$ cat src/rtl/mem_wb_multi_pkg.sv
// Shared constants and control types for the multi-lane MEM->WB pipeline register.
package mem_wb_multi_pkg;

  localparam logic STOP         = 1'b1;
  localparam logic NOSTOP       = 1'b0;
  localparam logic WriteEnable  = 1'b1;
  localparam logic WriteDisable = 1'b0;

  localparam int unsigned REG_ADDR_W    = 5;
  localparam int unsigned REG_DATA_W    = 32;
  localparam int unsigned DEFAULT_LANES = 2;

  localparam logic [REG_ADDR_W-1:0] NOPRegAddr = '0;
  localparam logic [REG_DATA_W-1:0] ZeroWord   = '0;

  typedef enum logic [1:0] {
    ACT_LOAD   = 2'd0,
    ACT_BUBBLE = 2'd1,
    ACT_HOLD   = 2'd2
  } lane_act_e;

  // Flush beats everything; a self-stall with a free WB stage drains a bubble.
  function automatic lane_act_e decode_act(input logic flush,
                                           input logic stall_self,
                                           input logic stall_next);
    if (flush)
      return ACT_BUBBLE;
    else if (stall_self == STOP && stall_next == NOSTOP)
      return ACT_BUBBLE;
    else if (stall_self == STOP)
      return ACT_HOLD;
    else
      return ACT_LOAD;
  endfunction

endpackage

$ cat src/rtl/wb_lane_reg.sv
// One write-back lane register: load, bubble or hold each cycle.
module wb_lane_reg
  import mem_wb_multi_pkg::*;
#(
  parameter int unsigned ADDR_W = 5,
  parameter int unsigned DATA_W = 32
) (
  input  logic              clk,
  input  logic              rst,
  input  lane_act_e         act,
  input  logic              ld_wreg,
  input  logic [ADDR_W-1:0] ld_waddr,
  input  logic [DATA_W-1:0] ld_wdata,
  output logic              wb_wreg,
  output logic [ADDR_W-1:0] wb_waddr,
  output logic [DATA_W-1:0] wb_wdata
);

  always_ff @(posedge clk) begin
    if (rst || act == ACT_BUBBLE) begin
      wb_wreg  <= WriteDisable;
      wb_waddr <= ADDR_W'(NOPRegAddr);
      wb_wdata <= DATA_W'(ZeroWord);
    end else if (act == ACT_LOAD) begin
      wb_wreg  <= ld_wreg;
      wb_waddr <= ld_waddr;
      wb_wdata <= ld_wdata;
    end
  end

endmodule

$ cat src/rtl/mem_wb_multi.sv
// Multi-lane MEM->WB pipeline register with x0/same-address sanitising and a retired-write counter.
module mem_wb_multi
  import mem_wb_multi_pkg::*;
#(
  parameter int unsigned LANES  = DEFAULT_LANES,
  parameter int unsigned ADDR_W = 5,
  parameter int unsigned DATA_W = 32,
  parameter int unsigned CNT_W  = 32
) (
  input  logic                      clk,
  input  logic                      rst,
  input  logic                      stall_self,
  input  logic                      stall_next,
  input  logic                      flush,
  input  logic [LANES-1:0]          mem_wreg,
  input  logic [LANES*ADDR_W-1:0]   mem_waddr,
  input  logic [LANES*DATA_W-1:0]   mem_wdata,
  output logic [LANES-1:0]          wb_wreg,
  output logic [LANES*ADDR_W-1:0]   wb_waddr,
  output logic [LANES*DATA_W-1:0]   wb_wdata,
  output logic [CNT_W-1:0]          retire_cnt
);

  localparam int unsigned PC_W = $clog2(LANES + 1);

  lane_act_e                      act;
  logic [LANES-1:0][LANES-1:0]    conf;
  logic [LANES-1:0]               san_wreg;
  logic [LANES*ADDR_W-1:0]        san_waddr;
  logic [LANES*DATA_W-1:0]        san_wdata;
  logic [PC_W-1:0]                pc;

  assign act = decode_act(flush, stall_self, stall_next);

  // conf[i][j]: a younger lane j writes the same nonzero register as lane i.
  for (genvar i = 0; i < LANES; i++) begin : g_conf_i
    for (genvar j = 0; j < LANES; j++) begin : g_conf_j
      if (j > i) begin : g_younger
        assign conf[i][j] = mem_wreg[j]
                         && (mem_waddr[j*ADDR_W +: ADDR_W] == mem_waddr[i*ADDR_W +: ADDR_W])
                         && (mem_waddr[i*ADDR_W +: ADDR_W] != '0);
      end else begin : g_older
        assign conf[i][j] = 1'b0;
      end
    end
  end

  for (genvar i = 0; i < LANES; i++) begin : g_lane
    logic en;
    assign en = mem_wreg[i] && (mem_waddr[i*ADDR_W +: ADDR_W] != '0) && !(|conf[i]);
    assign san_wreg[i] = en ? WriteEnable : WriteDisable;
    assign san_waddr[i*ADDR_W +: ADDR_W] = en ? mem_waddr[i*ADDR_W +: ADDR_W] : ADDR_W'(NOPRegAddr);
    assign san_wdata[i*DATA_W +: DATA_W] = en ? mem_wdata[i*DATA_W +: DATA_W] : DATA_W'(ZeroWord);

    wb_lane_reg #(
      .ADDR_W (ADDR_W),
      .DATA_W (DATA_W)
    ) u_lane (
      .clk      (clk),
      .rst      (rst),
      .act      (act),
      .ld_wreg  (san_wreg[i]),
      .ld_waddr (san_waddr[i*ADDR_W +: ADDR_W]),
      .ld_wdata (san_wdata[i*DATA_W +: DATA_W]),
      .wb_wreg  (wb_wreg[i]),
      .wb_waddr (wb_waddr[i*ADDR_W +: ADDR_W]),
      .wb_wdata (wb_wdata[i*DATA_W +: DATA_W])
    );
  end

  always_comb begin
    pc = '0;
    for (int unsigned k = 0; k < LANES; k++) begin
      pc = pc + PC_W'(san_wreg[k]);
    end
  end

  // Wraps modulo 2^CNT_W; only loads are counted.
  always_ff @(posedge clk) begin
    if (rst)
      retire_cnt <= '0;
    else if (act == ACT_LOAD)
      retire_cnt <= retire_cnt + CNT_W'(pc);
  end

endmodule

$ cat config.mk
export PLATFORM = sky130hd
export DESIGN_NAME = mem_wb_multi
export DESIGN_NICKNAME = d
export VERILOG_FILES = /design/src/rtl/mem_wb_multi_pkg.sv /design/src/rtl/wb_lane_reg.sv /design/src/rtl/mem_wb_multi.sv
export SDC_FILE = /design/constraint.sdc
export NUM_CORES = 1
export LEC_CHECK = 0
export CORE_MARGIN = 1.5
export CORE_UTILIZATION = 45
export DETAILED_ROUTE_END_ITERATION = 6
export HOLD_SLACK_MARGIN = 0.08
export PLACE_DENSITY = 0.93
export REMOVE_ABC_BUFFERS = 1
export SLEW_MARGIN = 20
export SYNTH_ARGS = -nofsm -noshare
export SYNTH_HDL_FRONTEND = slang
export SYNTH_SLANG_ARGS = --single-unit
$ cat constraint.sdc
create_clock -name clk -period 7.2 [get_ports clk]
set_input_delay 1.8 -clock clk [delete_from_list [all_inputs] [get_ports clk]]
set_output_delay 1.8 -clock clk [all_outputs]
set_load 0.01 [all_outputs]
### Word-level counts from Yosys, hierarchy flattened

Index checks and enable logic that the tools add are counted.
W data, S select, Z words.

| operators by class | value |
|---|---|
| reduce and logical (&&, ||, !) cells | 11 |
| mux-type cells | 9 |
| eq/ne operators | 2 |
| add/sub/neg operators | 2 |
| bitwise operators | 1 |

Operator list:

| cell | number |
|---|---|
| $mux W32 | 2 |
| $add A32 B2 Y32 | 1 |
| $mux W5 | 2 |
| $reduce_bool A5 Y1 | 2 |
| $logic_and A1 B1 Y1 | 6 |
| $mux W2 | 3 |
| $eq A5 B5 Y1 | 1 |
| $add A1 B1 Y2 | 1 |
| $eq A2 B1 Y1 const B | 1 |
| $logic_not A2 Y1 | 1 |
| $mux W1 | 2 |
| $logic_not A1 Y1 | 1 |
| $logic_or A1 B1 Y1 | 1 |
| $not A1 Y1 | 1 |

| word-level totals | value |
|---|---|
| logic and storage cells | 32 |
| input bits | 81 |
| register bits | 108 |
| output and inout bits | 108 |

### Depth between registers and ports, before layout

| depth | value |
|---|---|
| depth after elaboration | 8 |
| depth in mapped cells | 14 |
| depth with buffers taken out | 10 |

### Cells and area by module

Synthesis repeated with hierarchy kept, for this count alone.

| second synthesis, totals | value |
|---|---|
| cell total of the unflattened synthesis | 622 |
| area, all modules | 5,464.0 um^2 |

Modules (own cells, without submodules):

| module | area each (um^2) | cells each | sequential area each (um^2) | times used |
|---|---|---|---|---|
| wb_lane_reg | 1,630.3 | 169 | 760.7 | 2 |
| mem_wb_multi | 2,203.4 | 284 | 640.6 | 1 |

### Worst setup path before layout

OpenSTA, ideal clock, no wires.

| path | value |
|---|---|
| path type | input to register |
| start | in mem_waddr[7] |
| end | reg retire_cnt[28] |
| path buffers | 4 |
| arrival time | 4.789 ns |
| path slack | 2.340 ns |
| setup time | 0.070 ns |
| stages on the path | 14 |
| required time | 7.130 ns |
| cells stage by stage | or4_1 -> o21a_1 -> clkbuf_1 -> clkbuf_1 -> inv_1 -> fa_1 -> inv_1 -> ha_1 -> or3b_1 -> buf_2 -> or4_1 -> clkbuf_2 -> or4_1 -> a21oi_1 |

| between the ends | value |
|---|---|
| longest elaborated chain between the ends | 8 |
| elaborated cells on any way between the ends | 11 |
| classes of those cells | add/sub (2); eq/ne (1); mux (2); reduce/logical (6) |

RTL lines:

| item | RTL line | source |
|---|---|---|
| start: declaration | mem_wb_multi.sv:16 | `input logic [LANES*ADDR_W-1:0] mem_waddr,` |
| $eq A5 B5 Y1 | mem_wb_multi.sv:40 | `&& (mem_waddr[j*ADDR_W +: ADDR_W] == mem_waddr[i*ADDR_W +: ADDR_W])` |
| $logic_and A1 B1 Y1 | mem_wb_multi.sv:40 |  |
| $logic_and A1 B1 Y1 | mem_wb_multi.sv:41 | `&& (mem_waddr[i*ADDR_W +: ADDR_W] != '0);` |
| $logic_not A1 Y1 | mem_wb_multi.sv:50 | `assign en = mem_wreg[i] && (mem_waddr[i*ADDR_W +: ADDR_W] != '0) && !(\|conf[i]);` |
| $logic_and A1 B1 Y1 | mem_wb_multi.sv:50 |  |
| $mux W1 | mem_wb_multi.sv:51 | `assign san_wreg[i] = en ? WriteEnable : WriteDisable;` |
| $add A1 B1 Y2 (*) | mem_wb_multi.sv:74 | `pc = pc + PC_W'(san_wreg[k]);` |
| $add A32 B2 Y32 (*) | mem_wb_multi.sv:83 | `retire_cnt <= retire_cnt + CNT_W'(pc);` |
| end signal: assignment | mem_wb_multi.sv:83 |  |
| end: declaration | mem_wb_multi.sv:21 | `output logic [CNT_W-1:0] retire_cnt` |

Every way passes the cells marked *; elsewhere a longest branch is shown, timed or not.
A chain may end at the register's enable or synchronous reset.

### Worst setup path after layout

Same ends and word-level chain as after synthesis.

==> flow_summary.html <==
<table>
<tr><th>Metric</th><th>Value</th></tr>
<tr><th colspan="2">Place</th></tr>
<tr><td>Count of buffers inserted at the top-level ports</td><td>188</td></tr>
<tr><td>Number of instances in the placed design</td><td>724</td></tr>
<tr><td>Worst Setup Slack post-DPL</td><td>1720 ps</td></tr>
<tr><td>Global placement routability congestion</td><td>0.821</td></tr>
<tr><td>Detail Placement HPWL</td><td>9220 um</td></tr>
<tr><th colspan="2">Power</th></tr>
<tr><td>Lkg Pwr</td><td>0.00211 uW</td></tr>
<tr><td>Post-layout total power</td><td>1090 uW</td></tr>
<tr><td>IR drop worst, VDD</td><td>97.7 uV</td></tr>
<tr><td>Cell area power density</td><td>173 mW/mm^2</td></tr>
<tr><th colspan="2">Setup path</th></tr>
<tr><td>Count of cell instances traversed by the critical path</td><td>12</td></tr>
<tr><td>Data required time of the critical path</td><td>7490 ps</td></tr>
<tr><td>Arrival time at the worst endpoint</td><td>5450 ps</td></tr>
<tr><td>R2r worst-path depth</td><td>8</td></tr>
<tr><td>Max stage delay on crit path</td><td>690 ps</td></tr>
<tr><td>Start-to-end type of the worst setup path</td><td>input port to register</td></tr>
<tr><td>Largest fanout on the critical path</td><td>34</td></tr>
<tr><td>Critical-path cell list</td><td>clkdlybuf4s50_1, or4_1, o21a_1, buf_4, inv_1, fa_1, inv_1, ha_1, or3b_1, or4_1, or4_1, a21oi_1</td></tr>
<tr><td>CP startpoint kind</td><td>input port</td></tr>
<tr><td>Slowest cell on the critical path</td><td>or4_1</td></tr>
<tr><td>Category of the worst setup path capture point</td><td>register</td></tr>
<tr><td>Number of buffer and inverter stages on the critical path</td><td>4</td></tr>
<tr><td>Largest delay share family, worst path</td><td>simple AND/OR/NAND/NOR gates</td></tr>
<tr><td>Cell repeated most along the worst path</td><td>or4_1</td></tr>
<tr><th colspan="2">Timing</th></tr>
<tr><td>Final Cycle Share</td><td>0.717</td></tr>
<tr><td>Measured slew at the worst slew-check pin</td><td>894 ps</td></tr>
<tr><td>Final hold violations</td><td>0</td></tr>
<tr><td>Post-layout min period</td><td>5160 ps</td></tr>
<tr><td>Worst slew margin relative to its limit</td><td>0.399</td></tr>
<tr><td>Final setup violation count</td><td>0</td></tr>
<tr><td>RSZ-0062 raised after global routing</td><td>no</td></tr>
<tr><td>Final setup slack of the worst path</td><td>2040 ps</td></tr>
<tr><td>Maximum clock frequency</td><td>0.194 GHz</td></tr>
<tr><td>Worst hold margin</td><td>456 ps</td></tr>
<tr><td>Final Max Slew Viols</td><td>0</td></tr>
<tr><td>Worst clock skew</td><td>5.31 ps</td></tr>
<tr><th colspan="2">Route</th></tr>
<tr><td>Total Wirelength</td><td>12800 um</td></tr>
<tr><td>Total number of vias</td><td>4167</td></tr>
<tr><td>Final routed wire length divided by cell count</td><td>17.3 um</td></tr>
<tr><td>Initial detailed-routing violation count</td><td>197</td></tr>
<tr><td>Remaining DRCs</td><td>0</td></tr>
<tr><td>Detail Route Antenna Nets</td><td>0</td></tr>
<tr><td>Router iterations before antenna repair</td><td>5</td></tr>
<tr><td>Routed via count divided by cell count</td><td>5.63</td></tr>
<tr><th colspan="2">Yosys</th></tr>
<tr><td>Share of flip-flops with an asynchronous set or reset</td><td>0</td></tr>
<tr><td>Top cells by area, synth</td><td>dfxtp_1 52%, a22o_1 7.8%, a21oi_1 6.9%, nand3_1 5.3%, nand2_1 4.7%</td></tr>
<tr><td>Share of synthesized area occupied by flip-flops and latches</td><td>0.520</td></tr>
<tr><td>Count of flip-flops with a built-in enable after synthesis</td><td>0</td></tr>
<tr><td>Count of different cell masters after synthesis</td><td>40</td></tr>
<tr><td>Fraction of synthesized cell area taken by the top area cell type</td><td>0.520</td></tr>
<tr><td>Yosys Warn Count</td><td>0</td></tr>
<tr><td>Post-Synthesis Cell Area</td><td>0.00416 mm^2</td></tr>
<tr><td>Yosys reg bits</td><td>108</td></tr>
<tr><td>Post-synthesis instance total</td><td>458</td></tr>
<tr><td>Cell accounting for the most synthesized area</td><td>dfxtp_1</td></tr>
<tr><td>Most used flip-flop cell after synthesis</td><td>dfxtp_1</td></tr>
<tr><td>Per-instance average area after synthesis</td><td>9.08 um^2</td></tr>
<tr><th colspan="2">Global route</th></tr>
<tr><td>Global-route wire length before repair</td><td>20000 um</td></tr>
<tr><td>Global-route congestion overflow total</td><td>0</td></tr>
<tr><td>Number of global-route vias before repair</td><td>3921</td></tr>
<tr><td>Largest net degree at the start of global routing</td><td>43</td></tr>
<tr><td>Number of antenna violations at the first check in global routing</td><td>0</td></tr>
<tr><td>Global-route usage over all layers</td><td>0.252</td></tr>
<tr><th colspan="2">Finish</th></tr>
<tr><td>Layout Nets</td><td>710</td></tr>
<tr><td>Fraction of layout instances using a drive strength above 1</td><td>0.0522</td></tr>
<tr><td>Post-route insts no fill</td><td>740</td></tr>
<tr><td>Layout area overhead</td><td>51.4%</td></tr>
<tr><td>Final design utilization</td><td>0.712</td></tr>
<tr><td>Ant diodes</td><td>0</td></tr>
<tr><th colspan="2">CTS</th></tr>
<tr><td>Post-CTS resize count</td><td>0</td></tr>
<tr><td>Clock tree from TritonCTS</td><td>built</td></tr>
<tr><td>Maximum clock path buffer count</td><td>2</td></tr>
<tr><td>Clock network latency to the later pin of the worst-skew pair</td><td>350 ps</td></tr>
<tr><td>CTS H-tree lvls</td><td>3</td></tr>
<tr><td>Master cell of the clock root buffer</td><td>clkbuf_8</td></tr>
<tr><td>Count of hold buffers inserted by post-cts repair</td><td>0</td></tr>
<tr><td>Post-CTS Setup Bufs</td><td>0</td></tr>
<tr><td>Total clock sinks</td><td>108</td></tr>
<tr><td>TritonCTS buffer count</td><td>9</td></tr>
<tr><td>CTS clock-pin slew for the worst setup and hold paths</td><td>110 ps</td></tr>
<tr><th colspan="2">Floorplan</th></tr>
<tr><td>Vertical die dimension</td><td>99.1 um</td></tr>
<tr><td>Chip width</td><td>99.1 um</td></tr>
<tr><td>Row cnt</td><td>34</td></tr>
<tr><td>Area of the die</td><td>0.00983 mm^2</td></tr>
<tr><td>Initial cell density of the core</td><td>0.470</td></tr>
<tr><td>Number of I/O pins</td><td>189</td></tr>
<tr><td>CORE AREA</td><td>0.00885 mm^2</td></tr>
<tr><th colspan="2">Hold path</th></tr>
<tr><td>Worst hold path type</td><td>register to register</td></tr>
<tr><td>Number of cells on the worst hold path</td><td>2</td></tr>
<tr><th colspan="2">Status</th></tr>
<tr><td>Outcome</td><td>complete, no violations</td></tr>
<tr><th colspan="2">Job</th></tr>
<tr><td>MaxCap Viol Count</td><td>0</td></tr>
</table>
worst paths after layout:
check	endpoint	from	slack [ps]
setup / recovery	retire_cnt[28]	mem_waddr[7]	2040
hold / removal	g_lane[1].u_lane.wb_wdata[27]	g_lane[1].u_lane.wb_wdata[27]	460
hold reg to reg	g_lane[1].u_lane.wb_wdata[27]	g_lane[1].u_lane.wb_wdata[27]	460
setup reg to reg	retire_cnt[28]	retire_cnt[0]	4240
synth_stat cells, types with 4 or more instances:
cell,n
o31ai_1,8
inv_1,8
or4_1,11
xnor2_1,9
or3_1,7
a22o_1,37
and3_1,4
a21oi_1,57
nand4_1,10
nor4_1,8
xor2_1,7
o21ai_0,9
dfxtp_1,108
nor2_1,17
clkbuf_1,29
nand3_1,44
nand2_1,52
registers in the layout, indices dropped and copies added (netlist names):
signal / flops
g_lane.u_lane.wb_wdata: 64
g_lane.u_lane.wb_waddr: 10
retire_cnt: 32
g_lane.u_lane.wb_wreg: 2
logic make-up after synthesis:
group,share of synthesized area
buffers and inverters,0.0427
and+or+nand+nor,0.206
AOI/OAI and AO/OA,0.187
adders and majority gates,0.00782
DFF,0.520
muxes,0.00271
xor gates and xnor gates,0.0337
where the power goes:
group	internal [uW]	switching (uW)	total, uW
clock	174	210	383
combinational	58.1	44.9	103
sequential	602	3.00	605
tightest hold or removal path, delay by kind of cell (launching register included):
family	cells	cell delay, ps
AOI/OAI and AO/OA	1	50
DFF	1	320
and+or+nand+nor	1	50
placed cells by master, fill, tap and decap left out, drive strengths merged, types with 9 or more instances in the layout:
master	Yosys	final
xnor2	9	9
dfxtp	108	108
clkdlybuf4s50	0	188
nand2	52	52
nand3	44	44
o21ai	9	9
nor2	17	17
nand4	10	10
clkbuf	30	10
inv	8	9
a22o	37	37
a21oi	57	57
or4	12	12
stage by stage:
step                area (um^2)  setup TNS, ps
detailed placement         6090              0
finish                     6300              0
global placement           6090              0
global route               6300              0
CTS                        6300              0
floorplan                  4010         -38630
area by class of cell:
class | count | area [um^2]
sequential | 108 | 2160
tap | 108 | 135
multi-input combinational | 306 | 1830
timing repair buffer | 194 | 1930
clock buffer | 10 | 138
clock inverter | 6 | 71.3
fill | 661 | 2550
inverter | 8 | 30.0
layer usage:
layer | vias to the layer above | global-route usage | wire [um]
li1 | 1992 | - | -
met1 | 2001 | 0.312 | 5330
met2 | 157 | 0.444 | 6420
met3 | 17 | 0.0618 | 830
met4 | 0 | 0.0628 | 232
met5 | - | 0 | 0
Note: power is estimated with default switching activity, not from simulation.
